## src/rtl/keypad_scan_encoder.sv

```systemverilog
// keypad_scan_encoder
//
// Scans a 4x4 active-low matrix keypad, debounces the contact and encodes
// the accepted key as row_idx*4 + col_idx.
//
// Parameters
//   SCAN_DIV  clock cycles each column stays driven (>= 4)
//   DEBOUNCE  consecutive matching end-of-dwell samples to accept a
//             press or a release (>= 1)
//
// Ports
//   clk      system clock
//   rst_n    synchronous active-low reset
//   rows     keypad rows, active-low, asynchronous to clk
//   cols     column drive, active-low, exactly one bit low
//   key      code of the last accepted key
//   valid    one-cycle pulse when a new key is accepted
//   pressed  high while an accepted key is held
module keypad_scan_encoder #(
    parameter int unsigned SCAN_DIV = 1000,
    parameter int unsigned DEBOUNCE = 4
) (
    input  logic       clk,
    input  logic       rst_n,
    input  logic [3:0] rows,
    output logic [3:0] cols,
    output logic [3:0] key,
    output logic       valid,
    output logic       pressed
);

    localparam int unsigned DIV_W = $clog2(SCAN_DIV);
    localparam int unsigned CNT_W = $clog2(DEBOUNCE + 1);
    localparam logic [DIV_W-1:0] DIV_LAST = DIV_W'(SCAN_DIV - 1);
    localparam logic [CNT_W-1:0] CNT_DONE = CNT_W'(DEBOUNCE);
    localparam logic [CNT_W-1:0] CNT_ONE  = CNT_W'(1);

    typedef enum logic [1:0] {
        S_SCAN,
        S_DEBOUNCE,
        S_HELD,
        S_RELEASE
    } state_t;

    state_t           state_q, state_d;
    logic [3:0]       rows_s1_q, rows_s2_q;
    logic [DIV_W-1:0] div_q, div_d;
    logic [1:0]       col_q, col_d;
    logic [CNT_W-1:0] cnt_q, cnt_d;
    logic [1:0]       cap_row_q, cap_row_d;
    logic [1:0]       cap_col_q, cap_col_d;
    logic [3:0]       key_q, key_d;
    logic             valid_q, valid_d;
    logic             pressed_q, pressed_d;

    logic             tick;
    logic             row_onehot;
    logic [1:0]       row_idx;
    logic             rows_idle;
    logic [CNT_W-1:0] cnt_inc;

    assign tick      = (div_q == DIV_LAST);
    assign rows_idle = (rows_s2_q == 4'hF);
    assign cnt_inc   = cnt_q + CNT_ONE;

    // Exactly one low row is a usable sample; multi-key reads as no key.
    always_comb begin
        row_onehot = 1'b0;
        row_idx    = 2'd0;
        case (rows_s2_q)
            4'b1110: begin row_onehot = 1'b1; row_idx = 2'd0; end
            4'b1101: begin row_onehot = 1'b1; row_idx = 2'd1; end
            4'b1011: begin row_onehot = 1'b1; row_idx = 2'd2; end
            4'b0111: begin row_onehot = 1'b1; row_idx = 2'd3; end
            default: ;
        endcase
    end

    // State and datapath registers
    always_ff @(posedge clk) begin
        if (!rst_n) begin
            state_q   <= S_SCAN;
            rows_s1_q <= 4'hF;
            rows_s2_q <= 4'hF;
            div_q     <= '0;
            col_q     <= '0;
            cnt_q     <= '0;
            cap_row_q <= '0;
            cap_col_q <= '0;
            key_q     <= '0;
            valid_q   <= 1'b0;
            pressed_q <= 1'b0;
        end else begin
            state_q   <= state_d;
            rows_s1_q <= rows;
            rows_s2_q <= rows_s1_q;
            div_q     <= div_d;
            col_q     <= col_d;
            cnt_q     <= cnt_d;
            cap_row_q <= cap_row_d;
            cap_col_q <= cap_col_d;
            key_q     <= key_d;
            valid_q   <= valid_d;
            pressed_q <= pressed_d;
        end
    end

    // Next-state logic; everything except the dwell counter moves on ticks only.
    always_comb begin
        state_d   = state_q;
        div_d     = tick ? '0 : div_q + DIV_W'(1);
        col_d     = col_q;
        cnt_d     = cnt_q;
        cap_row_d = cap_row_q;
        cap_col_d = cap_col_q;
        key_d     = key_q;
        valid_d   = 1'b0;
        pressed_d = pressed_q;

        if (tick) begin
            case (state_q)
                S_SCAN: begin
                    if (row_onehot) begin
                        cap_row_d = row_idx;
                        cap_col_d = col_q;
                        cnt_d     = CNT_ONE;
                        if (CNT_DONE == CNT_ONE) begin
                            key_d     = {row_idx, col_q};
                            valid_d   = 1'b1;
                            pressed_d = 1'b1;
                            state_d   = S_HELD;
                        end else begin
                            state_d   = S_DEBOUNCE;
                        end
                    end else begin
                        col_d = col_q + 2'd1;
                    end
                end

                S_DEBOUNCE: begin
                    // Column is frozen here, so the same row means the same key.
                    if (row_onehot && (row_idx == cap_row_q)) begin
                        cnt_d = cnt_inc;
                        if (cnt_inc == CNT_DONE) begin
                            key_d     = {cap_row_q, cap_col_q};
                            valid_d   = 1'b1;
                            pressed_d = 1'b1;
                            state_d   = S_HELD;
                        end
                    end else begin
                        state_d = S_SCAN;
                        col_d   = col_q + 2'd1;
                    end
                end

                S_HELD: begin
                    if (rows_idle) begin
                        cnt_d = CNT_ONE;
                        if (CNT_DONE == CNT_ONE) begin
                            pressed_d = 1'b0;
                            state_d   = S_SCAN;
                            col_d     = col_q + 2'd1;
                        end else begin
                            state_d   = S_RELEASE;
                        end
                    end
                end

                S_RELEASE: begin
                    if (rows_idle) begin
                        cnt_d = cnt_inc;
                        if (cnt_inc == CNT_DONE) begin
                            pressed_d = 1'b0;
                            state_d   = S_SCAN;
                            col_d     = col_q + 2'd1;
                        end
                    end else begin
                        state_d = S_HELD;
                    end
                end
            endcase
        end
    end

    // Outputs
    always_comb begin
        cols    = ~(4'b0001 << col_q);
        key     = key_q;
        valid   = valid_q;
        pressed = pressed_q;
    end

endmodule

```

## config.mk

```make
export PLATFORM = sky130hd
export DESIGN_NAME = keypad_scan_encoder
export DESIGN_NICKNAME = d
export VERILOG_FILES = /design/src/rtl/keypad_scan_encoder.sv
export SDC_FILE = /design/constraint.sdc
export NUM_CORES = 1
export LEC_CHECK = 0
export ABC_AREA = 1
export CORE_MARGIN = 2
export CORE_UTILIZATION = 60
export DETAILED_ROUTE_END_ITERATION = 8
export MAX_ROUTING_LAYER = met4
export PLACE_DENSITY = 0.79
export SLEW_MARGIN = 15
export SYNTH_ARGS = -nofsm -noshare
export SYNTH_HDL_FRONTEND = slang
export SYNTH_SLANG_ARGS = --single-unit
```

## constraint.sdc

```tcl
create_clock -name clk -period 3.4 [get_ports clk]
set_input_delay 0.68 -clock clk [delete_from_list [all_inputs] [get_ports clk]]
set_output_delay 0.68 -clock clk [all_outputs]
set_load 0.02 [all_outputs]
```

==> out/qor.log, run 1 <==
INFO  cts            clock_tree.htree_level_count=2
INFO  layout         final_layout_size_suffix_gt1_share=13.1%
INFO  yosys          synth-main-ff-cell=sky130_fd_sc_hd__dfxtp_1
INFO  detailed_routing detail_route.drc_violations=0
INFO  critical_path  rrSetupSlack=1.68ns
INFO  detailed_routing avgRoutedWirePerCell=10.1um
INFO  critical_path  worstSetupStartpoint=col_q[0]
INFO  yosys          ys.warnings.count=0
INFO  place          detailed_place.area=1880um2
INFO  cts            cts_hold_buf=0
INFO  cts            cts.repair_timing.setup_buffer_count=0
INFO  detailed_routing wl=2870um
INFO  cts            tritoncts=yes
INFO  place          place.port_buffers=15
INFO  status         outcome=finished, final reports clean
INFO  grt            grt_pass1_wl=5270um
INFO  timing         drv_slew=0
INFO  timing         clock_skew=0.00537ns
INFO  worst_hold_path whs_endpoint=rows_s2_q[2]
INFO  timing         final.min_clock_period=2.33ns
INFO  timing         fin_worst_hold_slack=0.422ns
INFO  critical_path  number_of_buffers_and_inverters_on_the_critical_path=3
INFO  cts            cts_inserted_buffers=5
INFO  timing         period_share=68.7%
INFO  grt            grt.overflow.total=0
INFO  worst_hold_path worstHoldPathCells=1
INFO  yosys          syn_avg_cell_area=7.35um2
INFO  detailed_routing dr_total_vias=1411
INFO  yosys          ys_types=30
INFO  grt            number_of_global_route_vias_before_repair=1312
INFO  critical_path  crit_path_top_delay_cell=sky130_fd_sc_hd__clkdlybuf4s50_1
INFO  yosys          syn_inst=231
INFO  critical_path  critical_path_depth=4
INFO  die            vertical_die_dimension=57.2um
INFO  layout         num_antenna_cells=0
INFO  critical_path  worst_setup_path_end_kind=output pin
INFO  critical_path  rr_startpoint=cnt_q[0]
INFO  yosys          synth_fp_nets=244
INFO  layout         num-nets-final=264
INFO  cts            worst_skew_pair_latency=0.34ns
INFO  cts            clkTransAtPathRegs=0.11ns
INFO  die            die_width=57.2um
INFO  timing         max_slew.worst_pin.slew=0.467ns
INFO  pwr            leakagePower=0.000913uW
INFO  detailed_routing detail-route-antenna-nets=0
INFO  yosys          synth_seq_cells=35
INFO  timing         setup_ws=1.07ns
INFO  critical_path  start_kind=register
INFO  die            floorplan.rows=19
INFO  pwr            vdd_drop_max=0.000281V
INFO  timing         setup_total_negative_slack=0ns
INFO  critical_path  cp_data_arrival_time=1.65ns
INFO  cts            cts_root_buffer=sky130_fd_sc_hd__clkbuf_4
INFO  worst_hold_path min_from=rows_s1_q[2]
INFO  place          place.gp.congestion=0.907
INFO  place          worst_slack_after_detailed_placement=1.21ns
INFO  cts            clock_path_buffers=2
INFO  detailed_routing vias_per_cell=4.99
INFO  yosys          synth-seq-area-share=41.3%
INFO  timing         slew_headroom=68.7%
INFO  layout         final_standard_cell_area_without_fillers=1930um2
INFO  yosys          netlist_area_before_placement=1700um2
INFO  cts            cts.sink_count=35
INFO  timing         maxClockFrequency=0.428GHz
INFO  job            max_cap_viol_count=0
INFO  detailed_routing drt_pre_antenna_iters=4
INFO  die            core_region_area=2710um2
INFO  critical_path  worstPathCellList=inv_1 -> ha_1 -> inv_1 -> clkdlybuf4s50_1
INFO  worst_hold_path min_path_type=reg -> reg
INFO  critical_path  worstPathRequired=2.72ns
INFO  timing         report.final.setup_viol=0
INFO  critical_path  worst-setup-path-type=reg -> out
INFO  critical_path  critical_path.reg2reg.endpoint=state_q[0]
INFO  grt            antenna_found_initial=0
INFO  yosys          synth-async-reset-ratio=0%
INFO  cts            post_cts_resized=0
INFO  die            initial_core_util=62.7%
INFO  yosys          synth-edff-count=0
INFO  grt            maximum_number_of_pins_on_one_net_before_global_route_repair=17
INFO  layout         area_delta_synth_final=13.7%
INFO  grt            globalRouteTotalUtil=21.2%
INFO  die            num_io_pins=16
INFO  critical_path  cp_common_cell=sky130_fd_sc_hd__inv_1
INFO  place          dpl.hpwl=2170um
INFO  timing         finalHoldViolCount=0
INFO  timing         setup_repair_after_global_routing_missed_its_margin=false
INFO  critical_path  timing.critical_path.max_delay_family=buffers and inverters
INFO  die            die_area=3270um2
INFO  critical_path  worstRegToRegCells=8
INFO  pwr            power_density=352nW/um2
INFO  critical_path  path_max_fanout=5
INFO  critical_path  slowest_delay=0.59ns
INFO  detailed_routing drtIter0Drc=45
==> area by class of cell <==
| type | instances | area, um2 |
|---|---|---|
| inverters | 40 | 150 |
| repair buffers | 15 | 150 |
| clock buffers | 5 | 37.5 |
| multi-input cells | 154 | 838 |
| clock inverters | 3 | 15.0 |
| fillers | 237 | 779 |
| well taps | 31 | 38.8 |
| flip-flops and latches | 35 | 701 |
==> flip-flops by register name, summed over array words and instances, names as in the netlist <==
| register | cells |
|---|---|
| key | 4 |
| state_q | 2 |
| cap_row_q | 2 |
| valid | 1 |
| rows_s2_q | 4 |
| pressed | 1 |
| rows_s1_q | 4 |
| div_q | 10 |
| col_q | 2 |
| cnt_q | 3 |
| cap_col_q | 2 |
==> report_power, final <==
part / switching (uW) / internal [uW]
Clock: 140 / 76.9
Sequential: 4.58 / 417
Combinational: 23.6 / 16.4
==> kinds of logic (layout without fill, tap and decap cells) <==
| family | Yosys count | after routing | synth area share [%] |
|---|---|---|---|
| AO/OA/AOI/OAI | 21 | 21 | 6.93 |
| XOR/XNOR | 3 | 3 | 1.55 |
| adder cells (fa/ha/maj) | 7 | 7 | 5.16 |
| buffers and inverters | 42 | 63 | 9.36 |
| flip-flops | 35 | 35 | 41.3 |
| AND/OR/NAND/NOR | 123 | 123 | 35.7 |
==> placed cells by master, fill, tap and decap left out, drive strengths merged <==
| cell | count |
|---|---|
| nor4 | 3 |
| nand3 | 16 |
| o21ai | 10 |
| dfxtp | 35 |
| nor3 | 9 |
| clkinv | 3 |
| clkdlybuf4s50 | 15 |
| xor2 | 2 |
| o211a | 2 |
| xnor2 | 1 |
| clkbuf | 5 |
| nand2 | 47 |
| ha | 7 |
| and3 | 1 |
| nand4 | 5 |
| a21oi | 8 |
| o21bai | 1 |
| nor2 | 32 |
| inv | 40 |
| or2 | 9 |
| nor3b | 1 |
==> Yosys cell counts (all sizes together) (3+ instances only) <==
| cell type | count | share of area [%] |
|---|---|---|
| nand2 | 47 | 11 |
| inv | 40 | 8.8 |
| dfxtp | 35 | 41 |
| nor2 | 32 | 7.7 |
| nand3 | 16 | 5.6 |
| o21ai | 10 | 2.9 |
| nor3 | 9 | 4.2 |
| or2 | 9 | 3.5 |
| a21oi | 8 | 2.4 |
| ha | 7 | 5.2 |
| nand4 | 5 | 2.2 |
| nor4 | 3 | 1.1 |
==> worst max-delay path by stage <==
stage	to	slack, ns
2_1_floorplan	key[2]	1.90
3_3_place_gp	rows_s1_q[1]	1.22
3_5_place_dp	rows_s2_q[0]	1.21
4_1_cts	cols[0]	1.05
5_1_grt	cols[0]	0.96
6_report	cols[0]	1.07
==> through the flow <==
step | util (%) | std cells | total power [uW]
2_1_floorplan | - | 231 | 460
3_3_place_gp | 69.3 | 275 | 471
3_5_place_dp | 69.3 | 275 | 472
4_1_cts | 71.2 | 283 | 685
5_1_grt | 71.2 | 283 | 713
6_report | 71.2 | 283 | 679
==> worst reg2reg max path: cells and delay by family, from the launching register on <==
kind | cells | cell delay [ns]
xor+xnor | 1 | 0.20
fa+ha+maj | 1 | 0.18
flops | 1 | 0.38
simple gates | 6 | 0.87
==> routing by layer <==
layer	GRT usage (%)	share of wire [%]	vias up	wire length (um)
met4	9.97	2.1	0	59
met3	4.76	3.4	9	97
met2	34.5	48	26	1360
met5	-	0	-	0
met1	24.7	47	606	1350
li1	-	-	770	-
(Power assumes the default switching activity.)
==> run 2: changes to the inputs <==
Settings changed: CORE_UTILIZATION 60 to 56, PLACE_DENSITY 0.79 to 0.74.
Clock period 3.4 ns to 2.3 ns, I/O delays scaled along.
==> run 2 against run 1 <==
Setup slack got worse by 0.91 ns; count of clock-buffer cells in the layout did not move; sequential share of layout area shrank 0.23 points; routed wire length is 13% higher; critical path type unchanged; critical endpoint unchanged.
==> out/qor.log, run 2 (synthesis gave the netlist of run 1 again) <==
INFO  layout         largest_reg_flops=10
INFO  critical_path  worstPathRequired=1.84ns
INFO  job            max_cap_viol_count=0
INFO  die            initial_core_util=60.0%
INFO  grt            antenna_found_initial=0
INFO  timing         drv_slew=0
INFO  layout         final_core_utilization=68.7%
INFO  critical_path  start_kind=register
INFO  pwr            leakagePower=0.000910uW
INFO  cts            cts.sink_count=35
INFO  place          detailed_place.area=1890um2
INFO  grt            grt.overflow.total=0
INFO  critical_path  worst_setup_path_end_kind=output pin
INFO  critical_path  cp_data_arrival_time=1.69ns
INFO  layout         layoutNonFillerInstCount=284
INFO  detailed_routing wl=3250um
INFO  timing         maxClockFrequency=0.466GHz
INFO  critical_path  slowest_delay=0.59ns
INFO  critical_path  number_of_buffers_and_inverters_on_the_critical_path=3
INFO  status         outcome=finished, final reports clean
INFO  timing         slew_headroom=80.1%
INFO  critical_path  crit_path_top_delay_cell=sky130_fd_sc_hd__clkdlybuf4s50_1
INFO  critical_path  worstPathCellList=inv_1 -> ha_1 -> inv_1 -> clkdlybuf4s50_1
INFO  layout         num-nets-final=265
INFO  die            die_width=59.1um
INFO  pwr            power_density=525nW/um2
INFO  place          instance_count_after_placement_with_tap_cells_included=276
INFO  detailed_routing drt_pre_antenna_iters=4
INFO  timing         max_slew.worst_pin.slew=0.296ns
INFO  cts            tritoncts=yes
INFO  layout         layout_commonest_cell=sky130_fd_sc_hd__nand2_1
INFO  place          dpl.hpwl=2530um
INFO  grt            globalRouteTotalUtil=22.7%
INFO  grt            grt_pass1_wl=5770um
INFO  cts            post_cts_resized=0
INFO  grt            number_of_global_route_vias_before_repair=1432
INFO  die            vertical_die_dimension=59.1um
INFO  timing         final.min_clock_period=2.15ns
INFO  detailed_routing detail-route-antenna-nets=0
INFO  place          place.gp.congestion=0.969
INFO  detailed_routing detail_route.drc_violations=0
INFO  layout         largest-register=div_q
INFO  cts            clock_tree.htree_level_count=2
INFO  layout         area_delta_synth_final=14.4%
INFO  critical_path  worst-setup-path-type=reg -> out
INFO  critical_path  cp_common_cell=sky130_fd_sc_hd__inv_1
INFO  detailed_routing dr_total_vias=1461
INFO  grt            maximum_number_of_pins_on_one_net_before_global_route_repair=13
INFO  cts            cts.repair_timing.setup_buffer_count=0
INFO  critical_path  timing.critical_path.max_delay_family=buffers and inverters
INFO  cts            cts_inserted_buffers=5
INFO  layout         final_cell_mix=sky130_fd_sc_hd__nand2_1 (45), sky130_fd_sc_hd__inv_1 (36), sky130_fd_sc_hd__dfxtp_1 (35), sky130_fd_sc_hd__nor2_1 (30), sky130_fd_sc_hd__clkdlybuf4s50_1 (15)
INFO  place          place.port_buffers=15
INFO  layout         num_antenna_cells=0
INFO  timing         clock_skew=0.00781ns
INFO  cts            cts_hold_buf=0
INFO  timing         period_share=93.3%
INFO  die            floorplan.rows=19
INFO  pwr            vdd_drop_max=0.000386V
INFO  die            die_area=3490um2
INFO  detailed_routing vias_per_cell=5.14
INFO  timing         setup_total_negative_slack=0ns
INFO  detailed_routing drtIter0Drc=73
INFO  worst_hold_path min_path_type=reg -> reg
INFO  die            core_region_area=2830um2
INFO  layout         final_standard_cell_area_without_fillers=1940um2
INFO  timing         setup_repair_after_global_routing_missed_its_margin=false
INFO  layout         fillerInstances=262
INFO  timing         fin_worst_hold_slack=0.428ns
INFO  die            num_io_pins=16
INFO  timing         finalHoldViolCount=0
INFO  detailed_routing avgRoutedWirePerCell=11.4um
INFO  cts            clkTransAtPathRegs=0.11ns
INFO  timing         report.final.setup_viol=0
INFO  layout         final_layout_size_suffix_gt1_share=13.4%
INFO  cts            cts_root_buffer=sky130_fd_sc_hd__clkbuf_4
INFO  critical_path  path_max_fanout=5
INFO  cts            clock_path_buffers=2
INFO  cts            worst_skew_pair_latency=0.35ns
run 2: path summary, 6_finish.rpt:
check,startpoint,endpoint,slack (ns),cells past startpoint
max,col_q[0],cols[0],0.15,4
min,rows_s1_q[2],rows_s2_q[2],0.43,1
max reg2reg,cnt_q[0],key[3],0.58,7
min reg2reg,rows_s1_q[2],rows_s2_q[2],0.43,1
run 2: layout make-up:
class / instances / area (um2) / share of cell area (%)
Sequential cell: 35 / 701 / 36.1
Timing Repair Buffer: 16 / 158 / 8.11
Inverter: 40 / 150 / 7.73
Clock inverter: 3 / 20.0 / 1.03
Tap cell: 31 / 38.8 / 2.00
Multi-Input combinational cell: 154 / 838 / 43.1
Clock buffer: 5 / 37.5 / 1.93
run 2: metrics by stage:
stage	total power [uW]	setup slack (ns)
after floorplan	680	0.804
after global placement	697	0.593
after detailed placement	700	0.524
after CTS	1030	0.119
after global routing	1070	0.00670
final	1020	0.154
run 2: where the power goes:
| part | leakage, uW | internal (uW) | switching (uW) |
|---|---|---|---|
| combinational | 0.000599 | 25.5 | 36.9 |
| clock | 0.0000272 | 117 | 217 |
| sequential | 0.000284 | 617 | 7.65 |
| total | 0.000910 | 759 | 261 |
run 2: layer usage:
layer  global-route usage, %  vias up  share of wire [%]
met5                       -        -                  0
met4                    13.0        0                1.9
met3                    4.80       10                4.0
met2                    38.6       31                 50
met1                    24.3      652                 44
li1                        -      768                  -
